## src/rtl/rom_seq_pkg.sv

```systemverilog
// Shared encodings for the ROM playback sequencer: playback modes, FSM states
// and ping-pong direction, plus the rule that resolves the effective mode at start.
package rom_seq_pkg;

   typedef enum logic [1:0] {
      MODE_LOOP     = 2'd0,
      MODE_ONESHOT  = 2'd1,
      MODE_PINGPONG = 2'd2,
      MODE_LOOP_ALT = 2'd3
   } mode_e;

   typedef enum logic {
      ST_IDLE = 1'b0,
      ST_RUN  = 1'b1
   } state_e;

   typedef enum logic {
      DIR_UP   = 1'b0,
      DIR_DOWN = 1'b1
   } dir_e;

   // Ping-pong needs a non-empty ascending range; otherwise it degenerates to loop.
   function automatic mode_e eff_mode(input logic [1:0] mode, input logic range_asc);
      mode_e m;
      case (mode)
         2'd1:    m = MODE_ONESHOT;
         2'd2:    m = range_asc ? MODE_PINGPONG : MODE_LOOP;
         default: m = MODE_LOOP;
      endcase
      return m;
   endfunction

endpackage

```

## src/rtl/rom_sequencer_if.sv

```systemverilog
// Control, ROM-side and display-side signals of the ROM playback sequencer.
interface rom_sequencer_if #(
   parameter int unsigned ADDR_W = 3,
   parameter int unsigned DATA_W = 32,
   parameter int unsigned DIV_W  = 24
);
   logic              en;
   logic              start;
   logic              stop;
   logic [1:0]        mode;
   logic [DIV_W-1:0]  div;
   logic [ADDR_W-1:0] first_addr;
   logic [ADDR_W-1:0] last_addr;
   logic [ADDR_W-1:0] rom_addr;
   logic [DATA_W-1:0] rom_q;
   logic [DATA_W-1:0] data;
   logic              data_valid;
   logic              busy;
   logic              done;

   modport master (
      input  en, start, stop, mode, div, first_addr, last_addr, rom_q,
      output rom_addr, data, data_valid, busy, done
   );

   modport slave (
      output en, start, stop, mode, div, first_addr, last_addr, rom_q,
      input  rom_addr, data, data_valid, busy, done
   );
endinterface

```

## src/rtl/rate_tick.sv

```systemverilog
// Loadable step-period down-counter: emits tick_c on the last cycle of each
// period while running and enabled, then reloads the latched period.
module rate_tick #(
   parameter int unsigned DIV_W = 24
) (
   input  logic             clk,
   input  logic             rst_n,
   input  logic             load,
   input  logic [DIV_W-1:0] load_period,
   input  logic             run,
   input  logic             en,
   output logic             tick_c
);

   logic [DIV_W-1:0] period_q, period_d;
   logic [DIV_W-1:0] cnt_q, cnt_d;

   assign tick_c = run && en && (cnt_q <= DIV_W'(1));

   always_comb begin
      period_d = period_q;
      cnt_d    = cnt_q;
      if (load) begin
         period_d = load_period;
         cnt_d    = load_period;
      end else if (run && en) begin
         cnt_d = (cnt_q <= DIV_W'(1)) ? period_q : cnt_q - DIV_W'(1);
      end
   end

   always_ff @(posedge clk or negedge rst_n) begin
      if (!rst_n) begin
         period_q <= DIV_W'(1);
         cnt_q    <= DIV_W'(1);
      end else begin
         period_q <= period_d;
         cnt_q    <= cnt_d;
      end
   end

endmodule

```

## src/rtl/rom_sequencer.sv

```systemverilog
// ROM playback engine: walks the ROM address over a latched range at a
// programmable rate and presents each fetched word with a one-cycle valid strobe.
module rom_sequencer
   import rom_seq_pkg::*;
#(
   parameter int unsigned ADDR_W = 3,
   parameter int unsigned DATA_W = 32,
   parameter int unsigned DIV_W  = 24
) (
   input logic               clk,
   input logic               rst,
   rom_sequencer_if.master   bus
);

   localparam logic [ADDR_W-1:0] ADDR_ONE = ADDR_W'(1);

   state_e            state_q, state_d;
   mode_e             mode_q, mode_d;
   dir_e              dir_q, dir_d;
   logic [ADDR_W-1:0] first_q, first_d;
   logic [ADDR_W-1:0] last_q, last_d;
   logic [ADDR_W-1:0] addr_q, addr_d;
   logic [DATA_W-1:0] data_q, data_d;
   logic [1:0]        vld_q, vld_d;
   logic              data_valid_q, data_valid_d;
   logic              busy_q, busy_d;
   logic              done_q, done_d;

   logic              load_c;
   logic              issue_c;
   logic              run_c;
   logic              tick_c;
   logic [DIV_W-1:0]  period_c;

   assign period_c = (bus.div == '0) ? DIV_W'(1) : bus.div;
   assign run_c    = (state_q == ST_RUN);

   rate_tick #(.DIV_W(DIV_W)) u_rate_tick (
      .clk         (clk),
      .rst_n       (rst),
      .load        (load_c),
      .load_period (period_c),
      .run         (run_c),
      .en          (bus.en),
      .tick_c      (tick_c)
   );

   // Next-state, address stepping and fetch-pipeline control.
   always_comb begin
      state_d      = state_q;
      mode_d       = mode_q;
      dir_d        = dir_q;
      first_d      = first_q;
      last_d       = last_q;
      addr_d       = addr_q;
      busy_d       = busy_q;
      done_d       = 1'b0;
      load_c       = 1'b0;
      issue_c      = 1'b0;
      data_d       = vld_q[1] ? bus.rom_q : data_q;
      data_valid_d = vld_q[1];

      if (bus.stop) begin
         state_d      = ST_IDLE;
         busy_d       = 1'b0;
         data_d       = data_q;
         data_valid_d = 1'b0;
      end else if (bus.start) begin
         state_d = ST_RUN;
         mode_d  = eff_mode(bus.mode, bus.first_addr < bus.last_addr);
         first_d = bus.first_addr;
         last_d  = bus.last_addr;
         addr_d  = bus.first_addr;
         dir_d   = DIR_UP;
         busy_d  = 1'b1;
         load_c  = 1'b1;
         issue_c = 1'b1;
      end else if (run_c && tick_c) begin
         issue_c = 1'b1;
         case (mode_q)
            MODE_ONESHOT: begin
               if (addr_q == last_q) begin
                  issue_c = 1'b0;
                  done_d  = 1'b1;
                  busy_d  = 1'b0;
                  state_d = ST_IDLE;
               end else begin
                  addr_d = addr_q + ADDR_ONE;
               end
            end
            MODE_PINGPONG: begin
               if (dir_q == DIR_UP) begin
                  if (addr_q == last_q) begin
                     dir_d  = DIR_DOWN;
                     addr_d = addr_q - ADDR_ONE;
                  end else begin
                     addr_d = addr_q + ADDR_ONE;
                  end
               end else begin
                  if (addr_q == first_q) begin
                     dir_d  = DIR_UP;
                     addr_d = addr_q + ADDR_ONE;
                  end else begin
                     addr_d = addr_q - ADDR_ONE;
                  end
               end
            end
            default: addr_d = (addr_q == last_q) ? first_q : addr_q + ADDR_ONE;
         endcase
      end

      vld_d = bus.stop ? 2'b00 : {vld_q[0], issue_c};
   end

   always_ff @(posedge clk or negedge rst) begin
      if (!rst) begin
         state_q      <= ST_IDLE;
         mode_q       <= MODE_LOOP;
         dir_q        <= DIR_UP;
         first_q      <= '0;
         last_q       <= '0;
         addr_q       <= '0;
         data_q       <= '0;
         vld_q        <= '0;
         data_valid_q <= 1'b0;
         busy_q       <= 1'b0;
         done_q       <= 1'b0;
      end else begin
         state_q      <= state_d;
         mode_q       <= mode_d;
         dir_q        <= dir_d;
         first_q      <= first_d;
         last_q       <= last_d;
         addr_q       <= addr_d;
         data_q       <= data_d;
         vld_q        <= vld_d;
         data_valid_q <= data_valid_d;
         busy_q       <= busy_d;
         done_q       <= done_d;
      end
   end

   assign bus.rom_addr   = addr_q;
   assign bus.data       = data_q;
   assign bus.data_valid = data_valid_q;
   assign bus.busy       = busy_q;
   assign bus.done       = done_q;

endmodule

```

## src/flat_wrapper.sv

```systemverilog
// flat-port wrapper written by rule: the top's interface ports become plain ports
module rom_sequencer_flat import rom_seq_pkg::*;
#(
   parameter int unsigned ADDR_W = 3,
   parameter int unsigned DATA_W = 32,
   parameter int unsigned DIV_W  = 24
)
  (clk, rst, bus_en, bus_start, bus_stop, bus_mode, bus_div, bus_first_addr, bus_last_addr, bus_rom_q, bus_rom_addr, bus_data, bus_data_valid, bus_busy, bus_done);
  rom_sequencer_if #(.ADDR_W(ADDR_W), .DATA_W(DATA_W), .DIV_W(DIV_W)) bus_i ();
  input logic clk;
  input logic rst;
  input wire logic [$bits(bus_i.en)-1:0] bus_en;
  input wire logic [$bits(bus_i.start)-1:0] bus_start;
  input wire logic [$bits(bus_i.stop)-1:0] bus_stop;
  input wire logic [$bits(bus_i.mode)-1:0] bus_mode;
  input wire logic [$bits(bus_i.div)-1:0] bus_div;
  input wire logic [$bits(bus_i.first_addr)-1:0] bus_first_addr;
  input wire logic [$bits(bus_i.last_addr)-1:0] bus_last_addr;
  input wire logic [$bits(bus_i.rom_q)-1:0] bus_rom_q;
  output wire logic [$bits(bus_i.rom_addr)-1:0] bus_rom_addr;
  output wire logic [$bits(bus_i.data)-1:0] bus_data;
  output wire logic [$bits(bus_i.data_valid)-1:0] bus_data_valid;
  output wire logic [$bits(bus_i.busy)-1:0] bus_busy;
  output wire logic [$bits(bus_i.done)-1:0] bus_done;
  assign bus_i.en = bus_en;
  assign bus_i.start = bus_start;
  assign bus_i.stop = bus_stop;
  assign bus_i.mode = bus_mode;
  assign bus_i.div = bus_div;
  assign bus_i.first_addr = bus_first_addr;
  assign bus_i.last_addr = bus_last_addr;
  assign bus_i.rom_q = bus_rom_q;
  assign bus_rom_addr = bus_i.rom_addr;
  assign bus_data = bus_i.data;
  assign bus_data_valid = bus_i.data_valid;
  assign bus_busy = bus_i.busy;
  assign bus_done = bus_i.done;
  rom_sequencer #(.ADDR_W(ADDR_W), .DATA_W(DATA_W), .DIV_W(DIV_W)) u_core (.clk(clk), .rst(rst), .bus(bus_i));
endmodule
```

## config.mk

```make
export PLATFORM = sky130hd
export DESIGN_NAME = rom_sequencer_flat
export DESIGN_NICKNAME = d
export VERILOG_FILES = /design/src/rtl/rom_seq_pkg.sv /design/src/rtl/rom_sequencer_if.sv /design/src/rtl/rate_tick.sv /design/src/rtl/rom_sequencer.sv /design/src/flat_wrapper.sv
export SDC_FILE = /design/constraint.sdc
export NUM_CORES = 1
export LEC_CHECK = 0
export ABC_CLOCK_PERIOD_IN_PS = 3900
export CAP_MARGIN = 20
export CELL_PAD_IN_SITES_DETAIL_PLACEMENT = 0
export CELL_PAD_IN_SITES_GLOBAL_PLACEMENT = 1
export CORE_UTILIZATION = 42
export DETAILED_ROUTE_END_ITERATION = 8
export GPL_TIMING_DRIVEN = 0
export HOLD_SLACK_MARGIN = 0.12
export PLACE_DENSITY_LB_ADDON = 0.1
export SETUP_SLACK_MARGIN = 0.1
export SLEW_MARGIN = 20
export SYNTH_ARGS = -nofsm -noshare
export SYNTH_HDL_FRONTEND = slang
export SYNTH_SLANG_ARGS = --single-unit
```

## constraint.sdc

```tcl
create_clock -name clk -period 3.9 [get_ports clk]
set_input_delay 0.78 -clock clk [delete_from_list [all_inputs] [get_ports clk]]
set_output_delay 0.78 -clock clk [all_outputs]
set_load 0.01 [all_outputs]
```

== After elaboration in Yosys (flattened, before gate mapping) ==
Cells that the tools add are included.

* Bits in writable memories: 0
* Word-level logic and storage cells: 77
* Input port bits: 69
* Memories kept: 0
* Bits in registers: 97
* Bits in latches: 0
* Memory bits (read-only): 0

* Bitwise operators: 1
* Magnitude comparators: 2
* Mux-type cells: 37
* Div/mod/pow operators: 0
* Reduce and logical (&&, ||, !) cells: 15
* Multiply operators: 0
* Shift-type cells: 0
* Eq/ne operators: 7
* Add/sub/neg operators: 3

{| class="wikitable"
|+ Operators by type and width
! kind !! number
|-
| two-way mux 24 bit || 4
|-
| <= comparator 24 x 1 -> 1 bit, second input constant || 1
|-
| logical NOT 24 bit || 1
|-
| subtractor 24 x 1 -> 24 bit, second input constant || 1
|-
| two-way mux 1 bit || 22
|-
| two-way mux 3 bit || 7
|-
| AND reduction 3 bit || 3
|-
| nonzero test 3 bit || 3
|-
| == test 3 bit || 2
|-
| case mux 3 bit (2 select lines) || 1
|-
| nonzero test 2 bit || 3
|-
| == test 2 x 1 -> 1 bit, second input constant || 2
|-
| == test 2 bit, second input constant || 2
|-
| two-way mux 2 bit || 2
|-
| case mux 2 bit (2 select lines) || 1
|-
| AND reduction 2 bit || 2
|-
| adder 3 x 1 -> 3 bit, second input constant || 1
|-
| logical AND 1 bit || 3
|-
| less-than comparator 3 bit || 1
|-
| != test 3 bit, second input constant || 1
|-
| subtractor 3 x 1 -> 3 bit, second input constant || 1
|-
| inverter 1 bit || 1
|}

== Longest topological paths before layout ==
* Depth after elaboration: 6
* Depth in mapped cells: 8

== Hierarchy ==
From an unflattened synthesis, not the netlist that was laid out.

* Cell total of the unflattened synthesis: 511
* Area, all modules: 5,166.2 um^2

{| class="wikitable"
|+ Modules (own cells, without submodules)
! module !! area an instance (um^2) !! cells each !! times used !! seq. area each (um^2)
|-
| rate_tick || 2,766.4 || 298 || 1 || 1,203.7
|-
| rom_sequencer || 2,399.8 || 213 || 1 || 1,226.2
|}

== Least setup slack after synthesis ==
OpenSTA, ideal clock, no wires.

* Kind: reg-to-reg
* From: register u_core.u_rate_tick.cnt_q[15]
* To: register u_core.busy_q (netlist: u_core.bus.busy)
* Data required time: 3,765 ps
* Cell stages (with the launch flop): 8
* Slack: 1,469 ps
* Path buffers: 2
* Arrival: 2,296 ps
* Period minus slack after synthesis: 2,431 ps
* Cells stage by stage: dfrtp_1 -> or4_1 -> buf_2 -> or4_4 -> or2_1 -> buf_2 -> o31ai_1 -> a21oi_1

* Longest elaborated chain between the ends: 5

{| class="wikitable"
|+ Ends and longest elaborated chain
! element !! line !! source
|-
| from (decl) || rate_tick.sv:16 || <nowiki>logic [DIV_W-1:0] cnt_q, cnt_d;</nowiki>
|-
| from (signal assigned) || rate_tick.sv:37 || <nowiki>cnt_q <= cnt_d;</nowiki>
|-
| <= comparator 24 x 1 -> 1 bit || rate_tick.sv:18 || <nowiki>assign tick_c = run && en && (cnt_q <= DIV_W'(1));</nowiki>
|-
| logical AND 1 bit || rate_tick.sv:18 ||
|-
| logical AND 1 bit || rom_sequencer.sv:78 || <nowiki>end else if (run_c && tick_c) begin</nowiki>
|-
| nonzero test 3 bit (no source line) || n/a ||
|-
| AND reduction 3 bit (no source line) || n/a ||
|-
| to (signal assigned) || rom_sequencer.sv:138 || <nowiki>busy_q <= busy_d;</nowiki>
|-
| to (decl) || rom_sequencer.sv:26 || <nowiki>logic busy_q, busy_d;</nowiki>
|}

Every way passes these cells.
A chain may end at the register's enable or synchronous reset.

== Worst setup path in the final report ==
* From: input bus_stop
* To: register u_core.u_rate_tick.cnt_q[4]

* Longest elaborated chain between the ends: 2
* Elaborated cells on any way between the ends: 3

{| class="wikitable"
|+ Ends and longest elaborated chain
! element !! line !! source
|-
| from (decl) || flat_wrapper.sv:14 || <nowiki>input wire logic [$bits(bus_i.stop)-1:0] bus_stop;</nowiki>
|-
| two-way mux 1 bit (*) || rom_sequencer.sv:63 || <nowiki>if (bus.stop) begin</nowiki>
|-
| two-way mux 24 bit / nonzero test 2 bit (equally long branches) || n/a ||
|}

Every way passes the cells marked *; elsewhere a longest branch is shown, timed or not.

==> impl_metrics.py <==
metrics = {
    "setup_path": {
        "cpPeakStageDelay_ns": 0.52,
        "cp.buffers_inverters": 5,
        "required_ns": 4.09,
        "start_kind": "input pin",
        "cp-end-kind": "register",
        "cp_top_family": "buffers and inverters",
        "r2r_end": "u_core.bus.rom_addr[0]",
        "arrival_ns": 3.29,
        "reg2reg_slack_ns": 0.83,
        "path_max_fanout": 10,
        "path_cells": "clkdlybuf4s50_1 > clkbuf_1 > nand2b_1 > clkbuf_1 > clkbuf_1 > buf_1 > a31oi_1",
        "ff2ff_path_depth": 6,
        "cpMostUsedCell": "clkbuf_1",
        "slowest_stage": "clkbuf_1",
        "rr_startpoint": "u_core.u_rate_tick.cnt_q[14]",
        "crit_type": "input pin to register",
    },
    "die": {
        "start_util_pct": 43.6,
        "core_mm2": 0.0115,
        "rows": 39,
        "fp.dieArea_mm2": 0.0124,
        "die_w_um": 111,
        "die_h_um": 111,
        "ios": 107,
    },
    "global_routing": {
        "grt_max_degree": 57,
        "antenna_found_initial": 0,
        "grt_overflow": 0,
        "grt_usage_pct": 24.4,
        "grt_pass1_vias": 4492,
        "grt_pass1_wl_um": 23700,
    },
    "placement": {
        "place_area_mm2": 0.00628,
        "port_buffers": 105,
        "gp_congestion": 0.879,
        "dp_hpwl_um": 10400,
        "dp_slack_ns": 0.409,
    },
    "synthesis": {
        "ys_types": 59,
        "avgSynthCellArea_um2": 9.60,
        "synth_edf_count": 0,
        "synth_cells": 523,
        "ys_seq_elements": 97,
        "yosys_warnings": 0,
        "synthFlopType": "dfrtp_1",
        "synthesis.area_mm2": 0.00502,
        "yosysSeqAreaShare_pct": 48.4,
        "async_reset_ff_share_pct": 100,
        "syn_nets": 602,
    },
    "route": {
        "dr.pass1.iters": 7,
        "drc_errors": 26,
        "drt_iter0_drc": 267,
        "postRouteAntennaNets": 0,
        "vias": 4453,
        "vias_per_cell": 5.65,
        "wl_per_cell_um": 18.1,
        "totalWireLength_um": 14300,
    },
    "layout": {
        "final_area_mm2": 0.00657,
        "diodes": 0,
        "drive_gt1_share_pct": 9.92,
        "fillers": 1068,
        "nets": 719,
        "area_growth_pct": 30.8,
    },
    "clocking": {
        "cts_hold_buffers": 0,
        "cts_made_buffers": 9,
        "htree_levels": 3,
        "cts_tree": "yes",
        "clockBufferDepth": 2,
        "cts-root-buf": "clkbuf_16",
        "ctsResizeCount": 0,
        "postCtsSetupRepairBufs": 0,
        "clk_latency_ns": 0.35,
        "cts_sinks": 97,
        "cts.clk_slew.worst_paths_ns": 0.07,
    },
    "sta": {
        "drv_slew": 0,
        "fin_skew_ns": 0.00731,
        "relSlewSlack_pct": 41.9,
        "hold_viol": 0,
        "worst_slew_pin_slew_ns": 0.860,
        "post-route-period-util_pct": 79.4,
        "fin_ws_ns": 0.802,
        "rsz0062_at_grt": "no",
        "finalSetupViolations": 0,
        "fin_crit_ns": 3.10,
        "finalSetupTns_ns": 0,
        "fmax_ghz": 0.323,
    },
    "power": {
        "power.total_mw": 2.96,
        "p_leak_nw": 2.73,
        "p_per_area_mw_per_mm2": 451,
        "ir_worst_vdd_uv": 230,
    },
    "min_path": {
        "hold_path.class": "input pin to async pin",
    },
    "flow_run": {
        "maxCapViolCount": 0,
    },
    "run_status": {
        "outcome": "finished, violations left",
        "violations": "DRC",
    },
}
-- metrics by stage --
stage / hold WS, ns / utilization, % / cells
after floorplan: 0.439 / - / 523
final: 0.345 / 57.0 / 788
after global routing: 0.371 / 57.0 / 788
after CTS: 0.355 / 57.0 / 788
after global placement: 0.452 / 54.3 / 771
after detailed placement: 0.455 / 54.5 / 772
-- placed cells by master (no fill, tap or decap), drive strengths merged, types with 3 or more instances in the layout --
cell	count
o21ai	26
a21oi	13
nor3	17
mux2	33
or3	6
buf	11
and2	4
ha	10
nor2	33
a22o	5
dfrtp	95
o221ai	3
or4	4
clkdlybuf4s50	104
a22oi	6
xnor2	14
nand4	7
xor2	5
nand2	100
nor2b	4
nor4	12
clkinv	3
o31ai	15
inv	23
o211ai	6
clkbuf	30
a31oi	11
-- synthesized netlist by cell type (all sizes together), types with 5 or more instances --
cell type  instances  area [um2]
or3                6        37.5
xnor2             14         123
a22o               5        43.8
o31ai             15         113
o21ai             26         130
ha                10         125
nand2            100         375
xor2               5        43.8
a21oi             13        65.1
nand4              7        43.8
nor4              12        90.1
clkbuf            21        78.8
nor2              33         126
dfrtp             95        2380
a31oi             11        68.8
nor3              17        85.1
a22oi              6        45.0
mux2              33         372
buf                9        60.1
o211ai             6        45.0
inv               20        75.1
-- power breakdown --
| part | internal [mW] | switching, mW |
|---|---|---|
| clock network | 0.445 | 0.424 |
| registers | 1.17 | 0.119 |
| logic | 0.430 | 0.376 |
| total | 2.04 | 0.919 |
-- worst max path at each step --
stage / slack (ns) / depth (start not counted) / endpoint / start
final: 0.80 / 7 / u_core.u_rate_tick.cnt_q[4] / bus_stop
after global routing: 0.56 / 7 / u_core.u_rate_tick.cnt_q[4] / bus_stop
after CTS: 0.80 / 7 / u_core.u_rate_tick.cnt_q[4] / bus_stop
after detailed placement: 0.41 / 7 / u_core.u_rate_tick.cnt_q[4] / bus_stop
after global placement: -1.69 / 1 / u_core.u_rate_tick.period_q[12] / rst
after floorplan: 1.47 / 7 / u_core.bus.busy / u_core.u_rate_tick.cnt_q[15]
-- state kept, by name, summed over array words and instances (netlist names) --
name	count
u_core.bus.done	1
u_core.vld_q	2
u_core.last_q	3
u_core.dir_q	1
u_core.mode_q	2
u_core.bus.rom_addr	3
u_core.u_rate_tick.period_q	24
u_core.bus.busy	1
u_core.bus.data	32
u_core.u_rate_tick.cnt_q	24
u_core.bus.data_valid	1
u_core.first_q	3
-- cell families (layout without fill, tap and decap cells) --
family	count (synthesis)	after routing	share of synthesized area (%)
flops	97	97	48.4
simple gates	202	202	19.0
fa+ha+maj	10	10	2.49
buf+inv	50	172	4.26
xor+xnor	19	19	3.31
mux	33	33	7.40
compound gates	112	112	15.2
-- metal layers --
| layer | global-route usage (%) | up-vias | part of all wire, % |
|---|---|---|---|
| met5 | 0 | - | 0 |
| li1 | - | 2094 | - |
| met3 | 5.39 | 28 | 6.6 |
| met4 | 9.64 | 0 | 2.7 |
| met1 | 32.1 | 2175 | 44 |
| met2 | 39.3 | 156 | 47 |
-- layout make-up --
cell class	count	area, um2	share of cell area (%)
sequential	97	2430	37.0
multi-input combinational	376	2380	36.2
timing repair buffer	106	1080	16.4
clock buffer	9	225	3.43
tap	143	179	2.72
buffer	30	139	2.11
inverter	20	75.1	1.14
clock inverter	7	61.3	0.934
Note: power is estimated with default switching activity, not from simulation.
